<file path="config.mk">
export PLATFORM = sky130hd
export DESIGN_NAME = bingo_guess_engine
export DESIGN_NICKNAME = d
export VERILOG_FILES = /design/src/rtl/bingo_guess_engine.sv
export SDC_FILE = /design/constraint.sdc
export NUM_CORES = 1
export LEC_CHECK = 0
export CAP_MARGIN = 20
export CORE_MARGIN = 2
export CORE_UTILIZATION = 60
export CTS_BUF_LIST = sky130_fd_sc_hd__clkbuf_4 sky130_fd_sc_hd__clkbuf_8
export CTS_CLUSTER_SIZE = 40
export DETAILED_ROUTE_END_ITERATION = 16
export DONT_BUFFER_PORTS = 1
export PLACE_DENSITY = 0.74
export REMOVE_ABC_BUFFERS = 1
export SYNTH_ARGS = -nofsm -noshare
export SYNTH_HDL_FRONTEND = slang
export SYNTH_SLANG_ARGS = --single-unit
</file>
<file path="constraint.sdc">
create_clock -name clk -period 9.1 [get_ports clk]
set_input_delay 1.82 -clock clk [delete_from_list [all_inputs] [get_ports clk]]
set_output_delay 1.82 -clock clk [all_outputs]
set_load 0.01 [all_outputs]
</file>
<file path="src/rtl/bingo_guess_engine.sv">
// Bingo board guess engine: takes one number per round from the local
// player (BCD) or the peer board (binary), marks it and counts lines.
module bingo_guess_engine #(
    parameter int BOARD_DIM      = 5,
    parameter int WIN_LINES      = 5,
    parameter int TIMEOUT_CYCLES = 0
) (
    input  logic                                 clk,
    input  logic                                 rst,
    input  logic                                 interboard_rst,
    input  logic                                 start_guess,
    input  logic                                 clear_guess,
    input  logic                                 local_turn,
    input  logic [7:0]                           cur_number_BCD,
    input  logic                                 enter_pulse,
    input  logic                                 remote_valid,
    input  logic [6:0]                           remote_number,
    output logic [BOARD_DIM*BOARD_DIM-1:0]       circle,
    output logic                                 guess_done,
    output logic                                 guess_accept,
    output logic                                 guess_reject,
    output logic                                 timed_out,
    output logic [6:0]                           last_number,
    output logic [4:0]                           line_count,
    output logic                                 bingo
);
    localparam int CELLS = BOARD_DIM * BOARD_DIM;
    localparam int TW = (TIMEOUT_CYCLES > 1) ? $clog2(TIMEOUT_CYCLES) : 1;
    localparam logic [TW-1:0] TO_LAST =
        (TIMEOUT_CYCLES > 0) ? TW'(TIMEOUT_CYCLES - 1) : '0;
    localparam logic [CELLS-1:0] ONE = CELLS'(1);

    typedef enum logic [1:0] {
        IDLE = 2'd0,
        WAIT = 2'd1,
        FIN  = 2'd2
    } state_e;

    state_e           state_q, state_d;
    logic [CELLS-1:0] circle_q, circle_d;
    logic [6:0]       last_q, last_d;
    logic [4:0]       lines_q, lines_d;
    logic             bingo_q, bingo_d;
    logic             acc_q, acc_d;
    logic             rej_q, rej_d;
    logic             to_q, to_d;
    logic [TW-1:0]    cnt_q, cnt_d;

    logic [3:0]       tens, ones;
    logic [6:0]       loc_n, mark_n;
    logic [CELLS-1:0] loc_mask, rem_mask, mark_mask;
    logic             loc_legal, rem_legal, mark;

    // Empty mask means the number is out of board range.
    function automatic logic [CELLS-1:0] cell_mask(input logic [6:0] n);
        if (n != 7'd0 && int'(n) <= CELLS)
            return ONE << (n - 7'd1);
        return '0;
    endfunction

    assign tens      = cur_number_BCD[7:4];
    assign ones      = cur_number_BCD[3:0];
    assign loc_n     = {3'b0, tens} * 7'd10 + {3'b0, ones};
    assign loc_mask  = cell_mask(loc_n);
    assign rem_mask  = cell_mask(remote_number);
    assign loc_legal = (tens <= 4'd9) && (ones <= 4'd9) &&
                       (|loc_mask) && ~|(circle_q & loc_mask);
    assign rem_legal = (|rem_mask) && ~|(circle_q & rem_mask);

    always_comb begin
        state_d   = state_q;
        circle_d  = circle_q;
        last_d    = last_q;
        acc_d     = 1'b0;
        rej_d     = 1'b0;
        to_d      = to_q;
        cnt_d     = cnt_q;
        mark      = 1'b0;
        mark_n    = 7'd0;
        mark_mask = '0;
        unique case (state_q)
            IDLE: begin
                if (start_guess) begin
                    state_d = WAIT;
                    cnt_d   = '0;
                    to_d    = 1'b0;
                end
            end
            WAIT: begin
                cnt_d = cnt_q + TW'(1);
                if (local_turn) begin
                    if (enter_pulse && loc_legal) begin
                        mark      = 1'b1;
                        mark_n    = loc_n;
                        mark_mask = loc_mask;
                    end else if (enter_pulse) begin
                        rej_d = 1'b1;
                    end
                end else if (remote_valid) begin
                    state_d = FIN;
                    if (rem_legal) begin
                        mark      = 1'b1;
                        mark_n    = remote_number;
                        mark_mask = rem_mask;
                    end
                end
                if (mark) begin
                    acc_d   = 1'b1;
                    state_d = FIN;
                end else if (TIMEOUT_CYCLES > 0 && cnt_q == TO_LAST) begin
                    to_d    = 1'b1;
                    state_d = FIN;
                end
            end
            FIN:     state_d = IDLE;
            default: state_d = IDLE;
        endcase
        if (clear_guess) begin
            circle_d = '0;
            last_d   = 7'd0;
        end else if (mark) begin
            circle_d = circle_q | mark_mask;
            last_d   = mark_n;
        end
    end

    // Line counter works on the registered board, hence the one-cycle lag.
    logic row, col, diag, anti;
    always_comb begin
        lines_d = 5'd0;
        row     = 1'b0;
        col     = 1'b0;
        diag    = 1'b1;
        anti    = 1'b1;
        for (int r = 0; r < BOARD_DIM; r++) begin
            row = 1'b1;
            col = 1'b1;
            for (int k = 0; k < BOARD_DIM; k++) begin
                row = row & circle_q[r*BOARD_DIM+k];
                col = col & circle_q[k*BOARD_DIM+r];
            end
            diag    = diag & circle_q[r*BOARD_DIM+r];
            anti    = anti & circle_q[r*BOARD_DIM+BOARD_DIM-1-r];
            lines_d = lines_d + {4'b0, row} + {4'b0, col};
        end
        lines_d = lines_d + {4'b0, diag} + {4'b0, anti};
        if (clear_guess)
            lines_d = 5'd0;
    end

    assign bingo_d = !clear_guess && (int'(lines_q) >= WIN_LINES);

    always_ff @(posedge clk) begin
        if (rst || interboard_rst) begin
            state_q  <= IDLE;
            circle_q <= '0;
            last_q   <= 7'd0;
            lines_q  <= 5'd0;
            bingo_q  <= 1'b0;
            acc_q    <= 1'b0;
            rej_q    <= 1'b0;
            to_q     <= 1'b0;
            cnt_q    <= '0;
        end else begin
            state_q  <= state_d;
            circle_q <= circle_d;
            last_q   <= last_d;
            lines_q  <= lines_d;
            bingo_q  <= bingo_d;
            acc_q    <= acc_d;
            rej_q    <= rej_d;
            to_q     <= to_d;
            cnt_q    <= cnt_d;
        end
    end

    assign circle       = circle_q;
    assign guess_done   = (state_q == FIN);
    assign guess_accept = acc_q;
    assign guess_reject = rej_q;
    assign timed_out    = to_q;
    assign last_number  = last_q;
    assign line_count   = lines_q;
    assign bingo        = bingo_q;
endmodule
</file>
; ---- Word-level counts from Yosys, hierarchy flattened
; Cells that the tools add are included.
[classes]
n_addsub = 14
mul = 1
order_cmp = 5
eq_ne = 5
shift = 2
muxes = 29
n_bitwise = 53
n_reduce_logical = 23
[ops]
columns = op, n
row1 = two-way mux 25 bit, 9
row2 = OR reduction 25 bit, 4
row3 = bitwise AND 25 bit, 2
row4 = << shifter 1 x 7 -> 25 bit (first input constant), 2
row5 = bitwise AND 1 bit, 48
row6 = adder 5 x 1 -> 5 bit, 7
row7 = two-way mux 7 bit, 5
row8 = bitwise OR 25 bit, 1
row9 = less-or-equal comparator 7 x 5 -> 1 bit (second input constant), 2
row10 = nonzero test 7 bit, 2
row11 = subtractor 7 x 1 -> 7 bit (second input constant), 2
row12 = two-way mux 1 bit, 10
row13 = less-or-equal comparator 4 bit (second input constant), 2
row14 = logical AND 1 bit, 8
row15 = two-way mux 2 bit, 4
row16 = adder 7 x 4 -> 7 bit, 1
row17 = multiplier 4 x 3 -> 6 bit (second input constant), 1
row18 = != test 3 bit (second input constant), 2
row19 = adder 4 x 1 -> 5 bit, 1
row20 = greater-or-equal comparator 5 x 3 -> 1 bit (second input constant), 1
row21 = adder 3 x 1 -> 4 bit, 1
row22 = case mux 2 bit (2 select lines), 1
row23 = OR reduction 2 bit, 2
row24 = OR reduction 4 bit, 1
row25 = 10 further kinds, 13
[totals]
register_bits = 42
input_bits = 23
elab_cells = 139

; ---- Logic depth before layout (Yosys ltp)
; Gate-level depths: netlist of the first run.
[logic_depth]
word_depth = 16
depth_mapped = 17
ltp_nobuf = 14

; ---- Worst setup path after synthesis of the first run
; Ideal clock, no wire load.
[synth_timing]
path_kind = input-to-reg
start = in cur_number_BCD[5]
end = reg last_q[3] (netlist: last_number[3])
setup_time_ps = 116
t_arrival_ps = 5008
slack_ps = 3977
stages = 14
path_buffers = 0
cell_sequence = ha_1 ha_1 inv_1 fa_1 or2_1 a21oi_1 o21ai_0 and3_1 nor2_1 or4_4 a31oi_4 o31ai_4 nor4b_4 a31o_1
[synth_between]
elab_chain_len = 15
elab_cells_between_ends = 26
[synth_rtl]
columns = item, line_no
row1 = start: declaration, 14  ; input logic [7:0] cur_number_BCD,
row2 = multiplier 4 x 3 -> 6 bit, 63  ; assign loc_n = {3'b0, tens} * 7'd10 + {3'b0, ones};
row3 = adder 7 x 4 -> 7 bit, 63
row4 = "subtractor 7 x 1 -> 7 bit, or another cell as far along", 57  ; return ONE << (n - 7'd1);
row5 = << shifter 1 x 7 -> 25 bit / logical AND 1 bit (equally long branches), "57, 56"
row6 = two-way mux 25 bit / two-way mux 1 bit (equally long branches), 56  ; if (n != 7'd0 && int'(n) <= CELLS)
row7 = two-way mux 25 bit, 58  ; return '0;
row8 = bitwise AND 25 bit, 67  ; (|loc_mask) && ~|(circle_q & loc_mask);
row9 = OR reduction 25 bit, 67
row10 = zero test 1 bit, 67
row11 = logical AND 1 bit, 67
row12 = logical AND 1 bit, 92  ; if (enter_pulse && loc_legal) begin
row13 = two-way mux 1 bit, 92
row14 = two-way mux 1 bit, 91  ; if (local_turn) begin
row15 = two-way mux 1 bit (2 in a row), 81  ; unique case (state_q)
row16 = end signal: assignment, 167  ; last_q <= last_d;
row17 = end: declaration, 41  ; logic [6:0] last_q, last_d;
; Several ways; a longest one is shown, not always the timed one. The select of a mux whose other input is x is not followed.
; A chain may end at the register's enable or synchronous reset.

; ---- Worst setup path in the final report of the first run
[layout_timing]
start = in cur_number_BCD[1]
end = reg last_q[4] (netlist: last_number[4])
[layout_between]
elab_chain_len = 14
elab_cells_between_ends = 25
[layout_rtl]
columns = item, line_no
row1 = adder 7 x 4 -> 7 bit, 63
row2 = "subtractor 7 x 1 -> 7 bit, or another cell as far along", 57
row3 = << shifter 1 x 7 -> 25 bit / logical AND 1 bit (equally long branches), "57, 56"
row4 = two-way mux 25 bit / two-way mux 1 bit (equally long branches), 56
row5 = two-way mux 25 bit, 58
row6 = bitwise AND 25 bit, 67
row7 = OR reduction 25 bit, 67
row8 = zero test 1 bit, 67
row9 = logical AND 1 bit, 67
row10 = logical AND 1 bit, 92
row11 = two-way mux 1 bit, 92
row12 = two-way mux 1 bit, 91
row13 = two-way mux 1 bit (2 in a row), 81
; Several ways; a longest one is shown, not always the timed one. The select of a mux whose other input is x is not followed.

==> run metrics, run 1 <==
status=finished, final reports clean; ys flop type=dfxtp_1; vias in the first global route=3825; Clk Latency, worst-skew pair=around 0.30 ns; H-tree levels=2; register area=821 sq um; async set-reset flop share out of synthesis=0%; met3 Resource Use GR=roughly 6.0%; Routed wire per std cell=~21 um; WS Path Type=input pin to flip-flop; slew margin rel.=29.2%; PD cells=119 nW/um^2; MaxCap Viol Count=0; Leakage=1.50 nW; synthesized instance count=511; combinational share of power=27.8%; clk slew on worst S/H paths=0.09 ns; GRT Overall Usage=32.4%; iteration count of the initial detailed-routing pass=7; global route hottest layer=met2; worst-path maximum fanout=25; Placer Congestion=0.906; Clock Power Share=between 30% and 40%; slew of the pin with the lowest slew margin=about 1.1 ns; hold_buf cts=0; Achievable Freq=approximately 190 MHz; fill count=slightly above 600; RSZ-0062 raised after global routing=false; DRT Wirelength=approximately 12000 um; Pins Over Slew Limit=0; I/O Buffers=0; Post-DRT Antenna Nets=0; largest net degree at the start of global routing=31; YS warnings=0; Peak VDD IR=around 0.071 mV; vias=just over 4000; layout cells sized above 1=9.86%; sequential area share after synthesis=20.1%; Setup TNS Final=0 ns; Unique masters post-synth=88; mean post-synth cell area=approximately 8.0 sq um; post-detailed-route via-to-cell ratio=7.21; TritonCTS Buffers=5; initial core utilization=61.1%; post-route non-filler standard cell count=roughly 570; Nets=534; Period Utilization, post-route=between 50 and 60%; startpoint types=input pin; drt initial violations=357; Internal=around 0.34 mW; Layout Skew=0.00445 ns; minimum clock period=5.34 ns; DRC=0; area of the multi-input gates=3000 sq um; area delta synth->final=3.28%; met1 usage=43.9%; register share of total power=35.8%; root buf cell=clkbuf_8; FF-to-FF setup slack=just over 5 ns; Crit. End Element=flip-flop; cell count after placement=557; Hold Crit Class=flip-flop to flip-flop; die height=86.5 um; CORE AREA=6680 sq um; Post-synth EDFFs=0; wire length of the first global-routing pass=19200 um; Sw Ratio=33.0%; Die ar.=7480 sq um; Finish-stage setup viols=0; area leader, netlist=dfxtp_1; top cells by area, synth=dfxtp_1 20%, a22o_1 4.9%, ha_1 4.9%; Clock Tree Buf Depth=2; Yosys reg bits=41; CP required=9.30 ns; Post-CTS Setup Bufs=0; initial antenna violation count=1; Sw Pwr=0.166 mW; Row Count=30; DIE WIDTH=86.5 um; Post-Syn Area=4080 sq um; Ports=65; critical path arrival=5.54 ns; area share of the largest cell type after synthesis=20.1%; global routing usage on met2=approximately 50%; CTS resizes=0; dpl hpwl=approximately 8500 um; most frequent cells in the layout=53 x nor2_1, 41 x dfxtp_1, 34 x nand2_1, 28 x a31oi_1, 25 x nand3_1; final hold viol count=0; GRT overflow=0; commonest non-fill, non-tap cell in the layout=nor2_1; CTS tree=yes; CTS sink count=just over 40
## synthesized netlist by cell type, drive strengths merged, types with 4 or more instances
cell	count
nor2	53
dfxtp	41
nand2	35
a31oi	29
nand3	26
nor3	25
inv	24
a22o	23
a21oi	21
clkbuf	20
buf	17
and3	16
ha	16
o21ai	15
mux2i	12
fa	9
xnor2	9
a211o	6
nor2b	6
o22ai	6
xor2	6
a211oi	5
a22oi	4
mux4	4
nand2b	4
nor4	4
nor4b	4
o211ai	4
## critical path: stages
cell,delay (ns)
ha_1,0.14
inv_1,0.05
fa_1,0.80
nor3b_1,0.43
xor2_1,0.62
a2111oi_0,0.18
a41oi_1,0.21
o32a_2,0.18
nand4b_1,0.17
o2bb2ai_4,0.57
and4_1,0.31
nor3_2,0.04
## power by group through the flow
stage               clock, mW  sequential (mW)  combinational, mW
floorplan                   0            0.184              0.105
global placement            0            0.184              0.132
detailed placement          0            0.184              0.134
CTS                     0.184            0.180              0.134
global route            0.191            0.180              0.152
finish                  0.183            0.180              0.140
## worst paths after layout
kind,depth (start not counted),start,to
max,12,cur_number_BCD[1],last_number[4]$_SDFFE_PP0P_
min,1,state_q[1]$_SDFFE_PP0P_,state_q[0]$_SDFFE_PP0P_
max reg2reg,12,circle[20]$_SDFFE_PP0P_,line_count[2]$_SDFF_PP0_
min reg2reg,1,state_q[1]$_SDFFE_PP0P_,state_q[0]$_SDFFE_PP0P_
## registers in the layout, indices dropped and copies added, names as in the netlist
signal,flops
bingo,1
circle,25
guess_accept,1
guess_reject,1
last_number,7
line_count,4
state_q,2
## cells by family after synthesis
kind of cell | count (synthesis) | synth area share (%)
muxes | 19 | 5.98
DFF | 41 | 20.1
xor gates and xnor gates | 15 | 3.40
and+or+nand+nor | 197 | 25.6
buffers and inverters | 62 | 6.71
AOI/OAI and AO/OA | 150 | 28.5
other | 1 | 0.0919
adders and majority gates | 26 | 9.60
## through the flow
stage | hold slack [ns] | cell area (sq um) | utilization [%] | worst slack [ns] | total power [mW]
2_1_floorplan | 0.437 | 3910 | - | 3.80 | 0.289
3_3_place_gp | 0.469 | 4030 | 60.4 | 3.58 | 0.316
3_5_place_dp | 0.475 | 4030 | 60.4 | 3.49 | 0.318
4_1_cts | 0.489 | 4170 | 62.4 | 3.79 | 0.499
5_1_grt | 0.518 | 4220 | 63.1 | 3.56 | 0.523
6_report | 0.486 | 4220 | 63.1 | 3.76 | 0.503
## layer usage
metal | vias to the layer above | wire length, um | share of wire [%]
li1 | 1870 | - | -
met1 | 1934 | 4880 | 41
met2 | 254 | 5630 | 47
met3 | 39 | 1160 | 9.7
met4 | 0 | 373 | 3.1
met5 | - | 0 | 0
## final cells by class
class	instances	area share (%)
antenna	1	0.0594
clock buffer	5	1.63
clock inverter	3	1.63
inverter	25	2.23
multi-input combinational	409	71.2
sequential	41	19.5
tap	80	2.37
timing repair buffer	4	1.37
No activity file was read; power rests on OpenSTA's default activity.
==> run 2, diff against run 1 <==
PLACE_DENSITY = 0.77   (was 0.74)
clock period = 4.5 ns   (was 9.1 ns; I/O delays follow)
==> run metrics, run 2 (synthesized netlist as in run 1, its figures left out) <==
Clk Latency, worst-skew pair=0.30 ns (about the same); Nets=556 (+4.1%); post-route core utilization=64.8% (+1.7 points); Post-DRT Antenna Nets=0 (unchanged); Finish-stage setup viols=0 (unchanged); CTS resizes=0 (unchanged); Setup WS post-layout=0.308 ns (-3.45 ns); largest net degree at the start of global routing=31 (unchanged); vias=4195 (+2.4%); wire length of the first global-routing pass=19900 um (+4.1%); ant diodes=0 (-1); clk slew on worst S/H paths=0.09 ns (about the same); minimum clock period=4.19 ns; Sw Ratio=35.7% (+2.7 points); Placer Congestion=0.999 (+10%); startpoint types=input pin; Row Count=30 (unchanged); initial core utilization=61.1% (unchanged); GRT Overall Usage=33.3% (+0.94 points); dpl hpwl=8980 um (+5.1%); MaxCap Viol Count=0 (unchanged); commonest non-fill, non-tap cell in the layout=nor2_1; hold_buf cts=0 (unchanged); initial antenna violation count=0 (-1); root buf cell=clkbuf_8; register area=821 sq um (unchanged); Peak VDD IR=0.145 mV (+100%); CORE AREA=6680 sq um (unchanged); drt initial violations=424 (+19%); CTS tree=yes; Ports=65 (unchanged); final hold viol count=0 (unchanged); Pins Over Slew Limit=0 (unchanged); max reg flops=25 (unchanged); DIE WIDTH=86.5 um (unchanged); status=finished, final reports clean; post-detailed-route via-to-cell ratio=7.12 (-1.3%); vias in the first global route=4022 (+5.2%); layout cells sized above 1=13.4% (+3.5 points); combinational share of power=32.7% (+4.9 points); fill count=571 (-7.2%); post-route non-filler standard cell count=589 (+3.7%); cell count after placement=580 (+4.1%); Crit. End Element=flip-flop; CTS sink count=41 (unchanged); hold_ws=0.496 ns (+0.00981 ns); register share of total power=38.9% (+3.1 points); Routed wire per std cell=20.7 um (-2.5%); Clock Tree Buf Depth=2 (unchanged); Sw Pwr=0.334 mW (+100%); DRC=0 (unchanged); worst-path maximum fanout=24 (-4.0%); area delta synth->final=6.13%; PD cells=216 nW/um^2 (+81%); WS Path Type=input pin to flip-flop; GRT overflow=0 (unchanged); slew margin rel.=28.4% (-0.81 points); Achievable Freq=about 240 MHz; slew of the pin with the lowest slew margin=1.07 ns (+0.0121 ns); Layout Skew=0.00665 ns (+0.00220 ns); DP Worst Slack=0.0344 ns (-3.46 ns); DRT Wirelength=12200 um (+1.1%); Clock Power Share=28.5% (-7.9 points); iteration count of the initial detailed-routing pass=5 (-2); Setup TNS Final=0 ns (unchanged); most frequent cells in the layout=53 x nor2_1, 41 x dfxtp_1, 34 x nand2_1, 28 x a31oi_1, 25 x nand3_1; CP required=4.65 ns (-4.65 ns); Internal=0.602 mW (+79%); die height=86.5 um (unchanged); Die ar.=7480 sq um (unchanged); Post-CTS Setup Bufs=0 (unchanged); Hold Crit Class=flip-flop to flip-flop; critical path arrival=4.34 ns (-1.20 ns); TritonCTS Buffers=5 (unchanged); RSZ-0062 raised after global routing=false; I/O Buffers=0 (unchanged); Leakage=1.59 nW (+6.5%); area of the multi-input gates=2990 sq um (-0.33%); Period Utilization, post-route=93.2%; H-tree levels=2 (unchanged)
==> run 2: changes by cell type in the layout (fill, tap and decap cells not counted), sizes merged <==
cell	change
buf	+22
bufinv	-2
clkinv	+2
diode	-1
inv	-1
clkbuf	+1
==> run 2: path summary, 6_finish.rpt <==
kind	startpoint	slack, ns	depth (start not counted)	to
worst max-delay path	cur_number_BCD[5]	0.31	15	circle[12]$_SDFFE_PP0P_
worst min-delay path	line_count[3]$_SDFF_PP0_	0.50	2	bingo$_SDFF_PP0_
worst max register to register	circle[24]$_SDFFE_PP0P_	0.39	12	line_count[2]$_SDFF_PP0_
worst min register to register	line_count[3]$_SDFF_PP0_	0.50	2	bingo$_SDFF_PP0_
==> run 2: cell type report <==
class	instances	share of cell area (%)
multi-input combinational	409	69.1
sequential	41	18.9
timing repair buffer	26	5.26
tap	80	2.31
inverter	25	2.17
clock buffer	6	1.91
clock inverter	2	0.318
==> run 2: worst max-delay path: stages <==
cell	delay, ns
ha_1	0.26
ha_1	0.14
inv_1	0.05
fa_1	0.61
or2_1	0.14
a21oi_1	0.06
o21ai_0	0.47
and3_1	0.30
nor2_1	0.09
or4_4	0.53
a31oi_4	0.29
o2bb2ai_4	0.10
buf_12	0.16
a31oi_1	0.18
nor2_1	0.06
==> run 2: layer usage <==
layer  routed length, um  part of all wire [%]  global-route usage (%)
met2                5610                    46                    51.3
met3                1240                    10                    6.76
met4                 403                   3.3                    13.1
met1                4920                    40                    45.8
met5                   0                     0                       0
==> run 2: power by group through the flow <==
stage                     combinational, mW  sequential, mW  clock [mW]
final                                 0.306           0.364       0.267
after global routing                  0.331           0.364       0.279
after CTS                             0.298           0.364       0.267
after detailed placement              0.296           0.373           0
after global placement                0.291           0.372           0
after floorplan                       0.211           0.372           0
==> run 2: stage by stage <==
| stage | power, mW | instance area, sq um |
|---|---|---|
| 2_1_floorplan | 0.584 | 3910 |
| 3_3_place_gp | 0.664 | 4220 |
| 3_5_place_dp | 0.669 | 4220 |
| 4_1_cts | 0.929 | 4320 |
| 5_1_grt | 0.975 | 4330 |
| 6_report | 0.937 | 4330 |
